File: config.mk
export PLATFORM = sky130hd
export DESIGN_NAME = decim_sample_uart_tx
export DESIGN_NICKNAME = d
export VERILOG_FILES = /design/src/rtl/decim_sample_uart_tx.sv
export SDC_FILE = /design/constraint.sdc
export NUM_CORES = 1
export LEC_CHECK = 0
export BUFFER_PORTS_ARGS = -buffer_cell sky130_fd_sc_hd__clkbuf_2
export CORE_MARGIN = 4
export CORE_UTILIZATION = 56
export CTS_CLUSTER_DIAMETER = 30
export CTS_CLUSTER_SIZE = 16
export DETAILED_ROUTE_END_ITERATION = 12
export MAX_ROUTING_LAYER = met4
export PLACE_DENSITY = 0.75
export SLEW_MARGIN = 20
export SYNTH_ARGS = -nofsm -noshare
export SYNTH_HDL_FRONTEND = slang
export SYNTH_SLANG_ARGS = --single-unit
File: constraint.sdc
create_clock -name CLK -period 2.9 [get_ports CLK]
set_clock_uncertainty 0.1 [all_clocks]
set_input_delay 0 -clock CLK [delete_from_list [all_inputs] [get_ports CLK]]
set_output_delay 0 -clock CLK [all_outputs]
set_load 0.005 [all_outputs]
File: src/rtl/decim_sample_uart_tx.sv
// decim_sample_uart_tx: FIFO-buffered 8N1 UART transmitter for decimated filter samples
module decim_sample_uart_tx #(
  parameter int CLKS_PER_BIT = 16,
  parameter int FIFO_AW = 4
) (
  input  logic               CLK,
  input  logic               RST,
  input  logic [7:0]         SAMPLE_IN,
  input  logic               SAMPLE_VALID,
  input  logic               CLR_OVF,
  output logic               TX,
  output logic               BUSY,
  output logic [FIFO_AW:0]   FIFO_LEVEL,
  output logic               OVERFLOW
);
  localparam int TW = $clog2(CLKS_PER_BIT);
  localparam int PW = FIFO_AW + 1;
  localparam logic [TW-1:0] T_LAST = TW'(CLKS_PER_BIT - 1);
  typedef enum logic [1:0] {IDLE, START, DATA, STOP} state_t;
  state_t state, state_n;
  logic [TW-1:0] timer, timer_n;
  logic [2:0] idx, idx_n;
  logic [7:0] shift, shift_n;
  logic [FIFO_AW:0] wr_ptr, rd_ptr;
  logic [7:0] mem [2**FIFO_AW];
  logic empty, full, pop, wr, bit_end, tx_n;
  assign FIFO_LEVEL = wr_ptr - rd_ptr;
  assign empty = FIFO_LEVEL == '0;
  assign full = FIFO_LEVEL == PW'(2**FIFO_AW);
  // a pop in the same cycle frees a slot, so a full FIFO still accepts then
  assign wr = SAMPLE_VALID && (!full || pop);
  assign bit_end = timer == T_LAST;
  assign BUSY = state != IDLE;
  always_comb begin
    state_n = state;
    timer_n = bit_end ? '0 : timer + 1'b1;
    idx_n = idx;
    shift_n = shift;
    pop = 1'b0;
    case (state)
      IDLE: begin
        timer_n = '0;
        if (!empty) begin
          pop = 1'b1;
          shift_n = mem[rd_ptr[FIFO_AW-1:0]];
          state_n = START;
        end
      end
      START: if (bit_end) begin
        state_n = DATA;
        idx_n = '0;
      end
      DATA: if (bit_end) begin
        shift_n = {1'b0, shift[7:1]};
        idx_n = idx + 1'b1;
        if (idx == 3'd7) state_n = STOP;
      end
      STOP: if (bit_end) begin
        pop = !empty;
        shift_n = empty ? shift : mem[rd_ptr[FIFO_AW-1:0]];
        state_n = empty ? IDLE : START;
      end
      default: state_n = IDLE;
    endcase
    // TX is derived from the next state so the registered line lands on the boundary edge
    tx_n = state_n == START ? 1'b0 : state_n == DATA ? shift_n[0] : 1'b1;
  end
  always_ff @(posedge CLK or negedge RST)
    if (!RST) begin
      state <= IDLE;
      timer <= '0;
      idx <= '0;
      shift <= '0;
      wr_ptr <= '0;
      rd_ptr <= '0;
      TX <= 1'b1;
      OVERFLOW <= 1'b0;
    end else begin
      state <= state_n;
      timer <= timer_n;
      idx <= idx_n;
      shift <= shift_n;
      wr_ptr <= wr_ptr + PW'(wr);
      rd_ptr <= rd_ptr + PW'(pop);
      TX <= tx_n;
      OVERFLOW <= (SAMPLE_VALID && !wr) ? 1'b1 : CLR_OVF ? 1'b0 : OVERFLOW;
    end
  always_ff @(posedge CLK)
    if (wr) mem[wr_ptr[FIFO_AW-1:0]] <= SAMPLE_IN;
endmodule
==> reports/results.tsv <==
metric	value	unit
status	finished clean	
drc	0	
cts_root_buffer	clkbuf_16	
synth_cells	423	
swShare	0.3345	
rrSetupSlack	40	ps
drt-initial-drc-count	389	
crit_arrival	2940	ps
slowest_stage	fa_2	
syn-num-nets	452	
max_freq	349.8	MHz
grt_pass1_vias	3880	
r2r_cells	10	
p_int	0.005394	W
vias	3943	
yosysUniqueCellTypes	54	
power_frac_clock	0.269	
drive_above_1_share	0.2905	
tightest_slew	755.3	ps
hold_viol	0	
ys_warn_count	0	
final.min_clock_period	2858	ps
die_h	117.8	um
io_buffers	19	
slowest_delay	540	ps
final_area	8038	um2
maxCapViolations	0	
dieArea	13870	um2
gp_congestion	0.9025	
cts_tree	done	
crit_type	flip-flop to flip-flop	
die_x	117.8	um
avgViaCountPerCell	6.076	
antenna_found_initial	0	
synth_edf_count	128	
final.setup.tns	0	ps
slew_viol_final	0	
r2r_start	rd_ptr[0]	
wl_per_cell	21.20	um
pwr-share-comb	0.367	
synth-seq-area-share	0.6772	
synth_ff_type	edfxtp_1	
r2r-end	mem[6][4]	
synth_largest_area_cell	edfxtp_1	
ys_ff_latch	157	
synth_area	6749	um2
setup.worst_path.start_class	flip-flop	
ir_drop	0.6137	mV
seq_power_share	0.364	
powerDensity	1008	nW/um2
rows	39	
hold_ws	20.23	ps
start_util	0.5811	
yosys.cell_count.top_type	edfxtp_1	
routed_wl	13760	um
syn_area_per_cell	15.96	um2
clockBufferDepth	2	
clk_pin_slew_worst_paths	60	ps
netSwitchingPower	0.002711	W
crit_fanout	8	
critPathRequiredTime	2980	ps
fill_cells	760	
cpMostUsedCell	buf_4	
antennaDiodeCount	0	
grt_max_degree	36	
yosys.area.top_type_share	0.5695	
synth_top_cells_by_area	edfxtp_1 57%, dfrtp_1 10%, mux4_2 9.7%	
cts_sinks	157	
cts_inserted_buffers	17	
drt-pass1-iter-count	5	
synth_commonest_cells	128 x edfxtp_1, 33 x nand2_1, 29 x mux4_2	
placed_area	7218	um2
clk_latency	430	ps
setup_viol	0	
hp-start	SAMPLE_IN[4]	
hold_path_class	input pin to flip-flop	
grt_use_total	0.2126	
grt_pass1_wl	21510	um
ant_nets	0	
hold_end	mem[13][4]	
max_slew_margin	0.4964	
end_kind	flip-flop	
finalCritPeriodShare	0.9857	
syn_to_final_growth	19.10	%
core-area	11610	um2
gr-total-overflow	0	
finalNetCount	522	
dp_hpwl	9141	um
hold-path-cell-count	1	
io-pin-count	20	
synthArstFlopShare	0.1847	
p_leak	2.965	nW
cp_cell_sequence	ha_4 -> fa_2 -> nand3b_1 -> and4bb_2 -> nor2_4 -> o31a_4 -> buf_4 -> nand3_4 -> nor2_2 -> buf_4	
htree_num_levels	4	
==> critical path: cells and delay by family, from the launching register on <==
kind	cells	cell delay, ps
buffers and inverters	2	340
DFF	1	430
AOI/OAI and AO/OA	1	360
adders and majority gates	2	710
and+or+nand+nor	5	660
==> placed cells by master (no fill, tap or decap), types with 3 or more instances in the layout <==
cell type / n
a21o_1: 3
inv_8: 3
ha_1: 14
clkinv_1: 4
a31oi_1: 3
clkbuf_16: 17
inv_1: 13
xor2_1: 5
a22o_1: 4
nor2_1: 22
mux2i_1: 6
a21oi_1: 10
dfrtp_1: 27
buf_4: 39
and3_1: 6
edfxtp_1: 128
a32oi_1: 3
o31ai_1: 3
clkinv_4: 3
nand3_4: 3
o211ai_1: 3
nand2b_1: 3
nor3_2: 5
clkbuf_2: 19
xnor2_1: 5
o21ai_0: 11
nand2_1: 33
dlygate4sd3_1: 10
mux4_2: 29
nand4_1: 4
nand3_1: 17
==> cell families after synthesis <==
group                      after synthesis  synth area share
DFF                                    157            0.6772
adders and majority gates               17           0.03263
and+or+nand+nor                        108           0.07638
AOI/OAI and AO/OA                       58           0.06062
muxes                                   39            0.1151
buffers and inverters                   33           0.02373
xor gates and xnor gates                11           0.01427
==> per-stage QoR <==
step	util	total power [W]	instances	setup slack (ps)
final	0.6921	0.008105	649	41.59
after global placement	0.6215	0.005638	604	19.37
after global routing	0.6921	0.008518	649	-20.57
after CTS	0.6808	0.007927	646	-82.42
after floorplan	-	0.004803	423	-120.4
after detailed placement	0.6215	0.005726	604	-64.12
==> timing repair <==
action | 4_1_cts | 5_1_grt
setup buffers | 0 | 4
pin swaps | 0 | 6
hold endpoints to repair | 132 | 0
resized for setup | 0 | 22
endpoints found under the setup margin | 106 | 132
gates cloned | 0 | 0
hold buffers | 10 | 0
==> routing by layer <==
layer | share of wire | vias up | global-route usage | wire [um]
met1 | 0.41 | 1981 | 0.2781 | 5701
met5 | 0 | - | - | 0
met4 | 0.019 | 0 | 0.07106 | 261
met2 | 0.51 | 138 | 0.3306 | 6996
li1 | - | 1798 | - | -
met3 | 0.058 | 26 | 0.05334 | 797
==> state kept, by name, summed over array words and instances (netlist names) <==
register,count
rd_ptr,5
wr_ptr,5
state,2
mem,128
OVERFLOW,1
shift,8
timer,4
idx,3
TX,1
==> power by group through the flow <==
stage                     Combinational, W  Sequential, W  Clock (W)
after detailed placement           0.00274        0.00298          0
final                              0.00298        0.00295    0.00218
after floorplan                    0.00185        0.00295          0
after global placement             0.00267        0.00297          0
after global routing               0.00323        0.00298    0.00231
after CTS                          0.00277        0.00294    0.00221
==> how the worst max path moves through the flow <==
stage               startpoint          to  depth (start not counted)
finish               rd_ptr[0]   mem[6][4]                         10
global route         wr_ptr[1]  mem[10][6]                         11
CTS                  wr_ptr[0]   mem[6][4]                         10
detailed placement   wr_ptr[0]   mem[8][3]                         10
global placement     wr_ptr[0]   mem[5][6]                         10
floorplan            wr_ptr[0]   mem[7][0]                          9
==> cell type report <==
cell class / count / area (um2) / area share
Sequential cell: 157 / 4572 / 0.5688
Multi-Input combinational cell: 233 / 2143 / 0.2667
Timing Repair Buffer: 69 / 499.2 / 0.06211
Clock buffer: 17 / 425.4 / 0.05293
Tap cell: 143 / 178.9 / 0.02226
Clock inverter: 15 / 162.7 / 0.02024
Inverter: 15 / 56.30 / 0.007005
(Power assumes the default switching activity.)
